<file path="src/rtl/cpu_pkg.sv">
// cpu_pkg: opcode constants, opcode field position and fetch state encoding shared by the CPU blocks
package cpu_pkg;
  localparam logic [1:0] OP_ADD = 2'b00;
  localparam logic [1:0] OP_SUB = 2'b01;
  localparam logic [1:0] OP_CMP = 2'b10;
  localparam logic [1:0] OP_SW  = 2'b11;

  typedef enum logic [1:0] {IDLE, FETCH, DRAIN, DONE} fetch_state_e;

  function automatic int opc_msb(input int instr_w);
    return instr_w - 1;
  endfunction

  function automatic int opc_lsb(input int instr_w);
    return instr_w - 2;
  endfunction
endpackage

</file>
<file path="src/rtl/fetch_fifo.sv">
// fetch_fifo: 2-entry FIFO holding {addr, instr} pairs returned from instruction memory
module fetch_fifo #(
  parameter int W = 40
) (
  input  logic         clk,
  input  logic         rst,
  input  logic         push,
  input  logic         pop,
  input  logic [W-1:0] wdata,
  output logic [W-1:0] rdata,
  output logic [1:0]   count,
  output logic         full,
  output logic         empty
);
  logic [W-1:0] mem_q [2];
  logic         wr_q, rd_q;
  logic [1:0]   count_q;

  // pointers and occupancy; simultaneous push and pop leave the count unchanged
  always_ff @(posedge clk or posedge rst) begin
    if (rst) begin
      wr_q    <= 1'b0;
      rd_q    <= 1'b0;
      count_q <= 2'd0;
    end else begin
      if (push) wr_q <= ~wr_q;
      if (pop) rd_q <= ~rd_q;
      count_q <= count_q + {1'b0, push} - {1'b0, pop};
    end
  end

  // storage needs no reset: an entry is only read after it has been written
  always_ff @(posedge clk) begin
    if (push) mem_q[wr_q] <= wdata;
  end

  assign rdata = mem_q[rd_q];
  assign count = count_q;
  assign full  = count_q == 2'd2;
  assign empty = count_q == 2'd0;

  push_not_full: assert property (@(posedge clk) disable iff (rst) !(push && full));
endmodule

</file>
<file path="src/rtl/fetch_unit.sv">
// fetch_unit: walks the PC through synchronous instruction memory and hands words to the decoder
module fetch_unit
  import cpu_pkg::*;
#(
  parameter int ADDR_W     = 8,
  parameter int INSTR_W    = 32,
  parameter int RESET_PC   = 0,
  parameter int PROG_WORDS = 16
) (
  input  logic               clk,
  input  logic               rst,
  input  logic               start,
  output logic               imem_en,
  output logic [ADDR_W-1:0]  imem_addr,
  input  logic [INSTR_W-1:0] imem_rdata,
  output logic               if_valid,
  input  logic               if_ready,
  output logic [INSTR_W-1:0] if_instr,
  output logic [1:0]         if_opcode,
  output logic [ADDR_W-1:0]  if_pc,
  output logic               busy,
  output logic               done
);
  localparam int                MSB     = opc_msb(INSTR_W);
  localparam int                LSB     = opc_lsb(INSTR_W);
  localparam logic [ADDR_W-1:0] PC0     = RESET_PC[ADDR_W-1:0];
  localparam logic [ADDR_W-1:0] PC_ONE  = 1;
  localparam logic [ADDR_W:0]   LAST    = PROG_WORDS[ADDR_W:0];
  localparam logic [ADDR_W:0]   CNT_ONE = 1;

  fetch_state_e        state_q, state_d;
  logic [ADDR_W-1:0]   pc_q, pc_d, ret_addr_q;
  logic [ADDR_W:0]     issued_q, issued_d;
  logic                inflight_q;
  logic                pop, full, empty;
  logic [1:0]          count;
  logic [2:0]          occ;
  logic [ADDR_W-1:0]   head_addr;
  logic [INSTR_W-1:0]  head_instr;

  // occ is what the FIFO plus the read in flight will hold once this cycle's pop is taken
  assign pop = if_valid & if_ready;
  assign occ = {1'b0, count} + {2'b0, inflight_q} - {2'b0, pop};

  // next state, issue decision and PC/count updates
  always_comb begin
    state_d  = state_q;
    pc_d     = pc_q;
    issued_d = issued_q;
    imem_en  = 1'b0;
    case (state_q)
      IDLE, DONE: begin
        if (start) begin
          state_d  = FETCH;
          pc_d     = PC0;
          issued_d = '0;
        end
      end
      FETCH: begin
        imem_en = (occ < 3'd2) && (issued_q < LAST);
        if (imem_en) begin
          pc_d     = pc_q + PC_ONE;
          issued_d = issued_q + CNT_ONE;
        end
        if (issued_d == LAST) state_d = DRAIN;
      end
      DRAIN: begin
        if (occ == 3'd0) state_d = DONE;
      end
      default: state_d = IDLE;
    endcase
  end

  // state, PC and the single outstanding read tag
  always_ff @(posedge clk or posedge rst) begin
    if (rst) begin
      state_q    <= IDLE;
      pc_q       <= PC0;
      issued_q   <= '0;
      inflight_q <= 1'b0;
      ret_addr_q <= '0;
    end else begin
      state_q    <= state_d;
      pc_q       <= pc_d;
      issued_q   <= issued_d;
      inflight_q <= imem_en;
      ret_addr_q <= pc_q;
    end
  end

  fetch_fifo #(.W(ADDR_W + INSTR_W)) u_fifo (
    .clk   (clk),
    .rst   (rst),
    .push  (inflight_q),
    .pop   (pop),
    .wdata ({ret_addr_q, imem_rdata}),
    .rdata ({head_addr, head_instr}),
    .count (count),
    .full  (full),
    .empty (empty)
  );

  assign imem_addr = pc_q;
  assign if_valid  = !empty;
  assign if_instr  = empty ? '0 : head_instr;
  assign if_pc     = empty ? PC0 : head_addr;
  assign if_opcode = if_instr[MSB:LSB];
  assign busy      = (state_q == FETCH) || (state_q == DRAIN);
  assign done      = state_q == DONE;
endmodule

</file>
<file path="config.mk">
export PLATFORM = sky130hd
export DESIGN_NAME = fetch_unit
export DESIGN_NICKNAME = d
export VERILOG_FILES = /design/src/rtl/cpu_pkg.sv /design/src/rtl/fetch_fifo.sv /design/src/rtl/fetch_unit.sv
export SDC_FILE = /design/constraint.sdc
export NUM_CORES = 1
export LEC_CHECK = 0
export ABC_AREA = 1
export CAP_MARGIN = 10
export CORE_MARGIN = 2
export CORE_UTILIZATION = 25
export CTS_CLUSTER_DIAMETER = 30
export DETAILED_ROUTE_END_ITERATION = 6
export GPL_TIMING_DRIVEN = 0
export SKIP_LAST_GASP = 1
export SLEW_MARGIN = 20
export SYNTH_ARGS = -nofsm -noshare
export SYNTH_HDL_FRONTEND = slang
export SYNTH_SLANG_ARGS = --single-unit
export TNS_END_PERCENT = 30
</file>
<file path="constraint.sdc">
create_clock -name clk -period 7.37 [get_ports clk]
set_input_delay 1.1055 -clock clk [delete_from_list [all_inputs] [get_ports clk]]
set_output_delay 1.1055 -clock clk [all_outputs]
set_load 0.05 [all_outputs]
</file>
### Yosys cells after proc, flatten, opt, wreduce, memory -nomap -nowiden

Memories as Yosys holds them, arrays and structs flattened.
Index checks and enable logic that the tools add are counted.

* mux-type cells: 16
* bitwise operators: 3
* eq/ne operators: 8
* reduce and logical (&&, ||, !) cells: 11
* $add $sub $neg: 6
* order comparisons: 2

Operator list (count)
* 32-bit 2-to-1 mux: 1
* 9-bit 2-to-1 mux: 3
* 8-bit 2-to-1 mux: 3
* 9-bit case mux with 2 select lines: 1
* 8-bit case mux with 2 select lines: 1
* 9-bit by 1-bit adder with 9-bit output (second input constant): 1
* 9-bit by 5-bit == test with 1-bit output (second input constant): 1
* 9-bit by 5-bit less-than comparator with 1-bit output (second input constant): 1
* 8-bit by 1-bit adder with 8-bit output (second input constant): 1
* 2-bit inequality test (second input constant): 4
* 2-bit 2-to-1 mux: 3
* 2-bit case mux with 3 select lines: 1
* 3-bit AND reduction: 2
* 2-bit == test (second input constant): 2
* 2-bit logical NOT: 2
* 2-bit by 1-bit adder with 3-bit output: 1
* 3-bit logical NOT: 1
* 3-bit by 2-bit less-than comparator with 1-bit output (second input constant): 1
* 1-bit 2-to-1 mux: 3
* 3-bit by 1-bit subtractor with 3-bit output: 1
* 2-bit by 1-bit adder with 2-bit output: 1
* 2-bit by 1-bit == test with 1-bit output (second input constant): 1
* 1-bit inverter: 2
* 2-bit AND reduction: 1
* other kinds (7): 7

* register bits after elaboration: 32
* memories: 1
* bits in writable memories: 80

Memories
* u_fifo.mem_q: depth 2, width 40, rd ports 1, clocked after Yosys merged registers in 0, wr ports 1, line fetch_fifo.sv:15 `logic [W-1:0] mem_q [2];`

### Depth between registers and ports, before layout

* depth in word-level cells: 11
* gate-level depth with buffers: 20

### Hierarchy

A second synthesis with hierarchy kept.

* cells, all modules: 485
* area, all modules: 5151.2 µm²

Modules (own cells, without submodules)
* fetch_fifo: area an instance 3362.0 µm², cells each 234, times used 1, seq. area each 2502.4 µm²
* fetch_unit: area an instance 1789.2 µm², cells each 251, times used 1, seq. area each 700.7 µm²

### Least setup slack after synthesis

Ideal clock, no wire load.

* path type: input to output
* start point: input if_ready
* end point: output imem_en
* stages: 11
* required time: 6265 ps
* arrival time: 3199 ps
* buffers on the path: 0
* slack: 3065 ps
* cells stage by stage: inv_1 -> nor2_1 -> ha_1 -> inv_1 -> ha_1 -> fa_1 -> inv_1 -> nand2_1 -> nor2_4 -> nand2_2 -> nor2_1

* longest elaborated chain between the ends: 5

RTL lines
* from (decl): line fetch_unit.sv:17 `input logic if_ready,`
* 1-bit AND: line fetch_unit.sv:42 `assign pop = if_valid & if_ready;`
* named net pop: line fetch_unit.sv:35 `logic pop, full, empty;`
* 3-bit by 1-bit subtractor with 3-bit output: line fetch_unit.sv:43 `assign occ = {1'b0, count} + {2'b0, inflight_q} - {2'b0, pop};`
* named net occ[1]: line fetch_unit.sv:37 `logic [2:0] occ;`
* 3-bit by 2-bit less-than comparator with 1-bit output: line fetch_unit.sv:60 `imem_en = (occ < 3'd2) && (issued_q < LAST);`
* 1-bit logical AND: line fetch_unit.sv:60
* 1-bit 2-to-1 mux: line fetch_unit.sv:51 `case (state_q)`
* to (decl): line fetch_unit.sv:13 `output logic imem_en,`

The timed path passes the listed nets, and every way through them passes these cells.

### Worst setup path after layout

Same ends and word-level chain as after synthesis.

==> qor.csv <==
stage,metric,value,unit
run_status,outcome,finished clean,
clock_tree,clock_latency,350,ps
synthesis,synth_top_area_share,52.8,%
hold_path,hold_depth,0,
critical_path,crit_arrival,4180,ps
placed_design,dp_hpwl,6900,um
floorplanning,initial_utilization,25.4,%
floorplanning,fp.dieW,139,um
synthesis,syn_area_per_cell,11.7,um^2
finish,diodes,0,
hold_path,hold_path_class,reg2reg,
grt,grt-ovfl-total,0,
placed_design,gp_congestion,0.809,
drt,drtPass1Iterations,4,
finish,finalNonFillerCells,724,
synthesis,ys_types,30,
finish,fillers,1794,
floorplanning,dieArea,19300,um^2
power,p_seq_share,29.6,%
grt,grt_pass1_wl,15700,um
power,leakagePower,2.34,nW
grt,grt_busiest_layer,met2,
clock_tree,cts_root_buf,clkbuf_16,
grt,grt_util_met1,13.0,%
clock_tree,cts_tree,yes,
power,switchingPower,1.37,mW
synthesis,synthesis.instances,388,
critical_path,critPathMaxFanout,7,
synthesis,synth_area_leaders,"edfxtp_1 (53%), dfrtp_1 (18%), nand2_1 (9.5%), a21oi_1 (5.0%), inv_1 (2.5%)",
grt,grt_use_total,10.3,%
sta,finalHoldViolCount,0,
sta,final.period_utilization,71.8,%
grt,grt_pass1_vias,3048,
critical_path,criticalPathCategory,in2out,
floorplanning,die_height,139,um
power,pwr_density_cell,477,nW/um^2
grt,use_met2,17.2,%
sta,post-route-min-period,5290,ps
power,swShare,47.6,%
grt,grtUsageMet3,3.04,%
grt,grt_max_degree,33,
clock_tree,cts_buffer_depth,2,
clock_tree,numCtsBuffers,9,
synthesis,synth-seq-cells,112,
drt,drc_errors,0,
sta,max_freq,189,MHz
critical_path,worst-r2r-setup-slack,4150,ps
critical_path,r2r_cells,20,
sta,slew_violations,0,
synthesis,syn_area,4550,um^2
synthesis,synthTopCellsByCount,"nand2_1 (115), edfxtp_1 (80), a21oi_1 (45)",
sta,worstMarginPinSlew,773,ps
power,clockPowerShare,15.7,%
job,drv_cap,0,
sta,rsz0062_at_grt,no,
sta,skew,7.55,ps
synthesis,async_flop_share,28.6,%
synthesis,yosysTopAreaCell,edfxtp_1,
drt,vias_per_cell,4.22,
critical_path,worst_ep_required_time,6260,ps
clock_tree,post_cts_buffers,0,
placed_design,io_buffers,89,
drt,drtIter0Drc,171,
clock_tree,clkTransAtPathRegs,70,ps
synthesis,ys_seq_area_share,70.4,%
floorplanning,floorplan.rows,49,
grt,antenna_found_initial,0,
sta,slew_headroom,48.3,%
power,power_frac_comb,54.7,%
finish,area_delta_synth_final,33.2,%
drt,vias,3052,
clock_tree,cts.sinks,112,
clock_tree,cts-htree-levels,3,
drt,ant_nets,0,
floorplanning,core_area,17900,um^2
clock_tree,cts_hold_buf,0,
finish,layout-drive-gt1-share,7.88,%
finish,final_nets,535,
sta,worst_hold_slack,433,ps
floorplanning,boundaryPins,90,
sta,setup_violations,0,
synthesis,ys.warnings.count,0,
critical_path,startpoint_type,input pin,
placed_design,dp_cells,708,
drt,avgRoutedWirePerCell,13.5,um
clock_tree,cts_resized,0,
synthesis,synthMostInstantiatedCell,nand2_1,
synthesis,syn_nets,433,
sta,finalSetupTns,0,ps
critical_path,endpoint_kind,primary output,
drt,wirelength,9750,um
synthesis,synth_edf_count,80,
synthesis,synth-main-ff-cell,edfxtp_1,
power,peakVddDrop,0.253,mV
power,internal_power,1.52,mW
## worst max-delay path: stages
cell and delay (ps):
clkdlybuf4s50_1 450, inv_1 40, nor2_1 180, ha_1 260, inv_1 50, ha_1 150, fa_1 420, inv_1 70
nand2_1 80, nor2_4 170, nand2_2 140, nor2_1 220, clkdlybuf4s50_1 840
## power by group through the flow
stage	combinational [mW]	sequential, mW	clock (mW)
6_report	1.58	0.856	0.453
5_1_grt	1.69	0.869	0.499
4_1_cts	1.60	0.857	0.471
3_5_place_dp	1.59	0.870	0
3_3_place_gp	1.56	0.874	0
2_1_floorplan	1.08	0.872	0
## state kept, by name, indices dropped and copies added, names as in the netlist
name and count:
u_fifo.rd_q 1, ret_addr_q 8, u_fifo.count 2, imem_addr 8, issued_q 9, inflight_q 1, u_fifo.mem_q 80, u_fifo.wr_q 1
state_q 2
## cell type report
type | count | area (um^2) | area share (%)
inverters | 36 | 135 | 2.23
well taps | 229 | 287 | 4.73
flip-flops and latches | 112 | 3200 | 52.9
repair buffers | 91 | 938 | 15.5
clock inverters | 6 | 46.3 | 0.765
clock buffers | 10 | 229 | 3.78
plain buffers | 15 | 63.8 | 1.05
multi-input cells | 225 | 1150 | 19.0
## through the flow
stage          power, mW  worst slack, ps  utilization [%]  area (um^2)
2_1_floorplan       1.95             3070                -         4550
3_3_place_gp        2.43             2090             32.0         5720
3_5_place_dp        2.47             2050             32.3         5780
4_1_cts             2.93             2040             33.8         6050
5_1_grt             3.06             1900             33.8         6050
6_report            2.89             2080             33.8         6050
## routing by layer
metal / share of wire [%] / up-vias
li1: - / 1509
met1: 46 / 1457
met2: 48 / 75
met3: 4.9 / 11
met4: 1.3 / 0
met5: 0 / -
## path summary, 6_finish.rpt
kind | start | endpoint
max | if_ready | imem_en
min | imem_addr[5] | ret_addr_q[5]
max reg2reg | u_fifo.count[1] | state_q[1]
min reg2reg | imem_addr[5] | ret_addr_q[5]
max in group asynchronous | rst | ret_addr_q[4]
min in group asynchronous | rst | u_fifo.rd_q
## cell usage in the layout, fill, tap and decap left out, types with 9 or more instances in the layout
cell,n
nand2_1,115
edfxtp_1,80
inv_1,28
a21oi_1,45
nor2_1,15
clkbuf_16,9
dfrtp_1,32
clkbuf_1,14
clkdlybuf4s50_1,89
## logic make-up (layout without fill, tap and decap cells)
kind of cell | after synthesis | in the layout | synth area share, %
AND/OR/NAND/NOR | 153 | 153 | 14.5
AO/OA/AOI/OAI | 58 | 58 | 7.07
flip-flops | 112 | 112 | 70.4
buffers and inverters | 51 | 158 | 4.38
adder cells (fa/ha/maj) | 9 | 9 | 2.64
XOR/XNOR | 5 | 5 | 0.963
(Power assumes the default switching activity.)
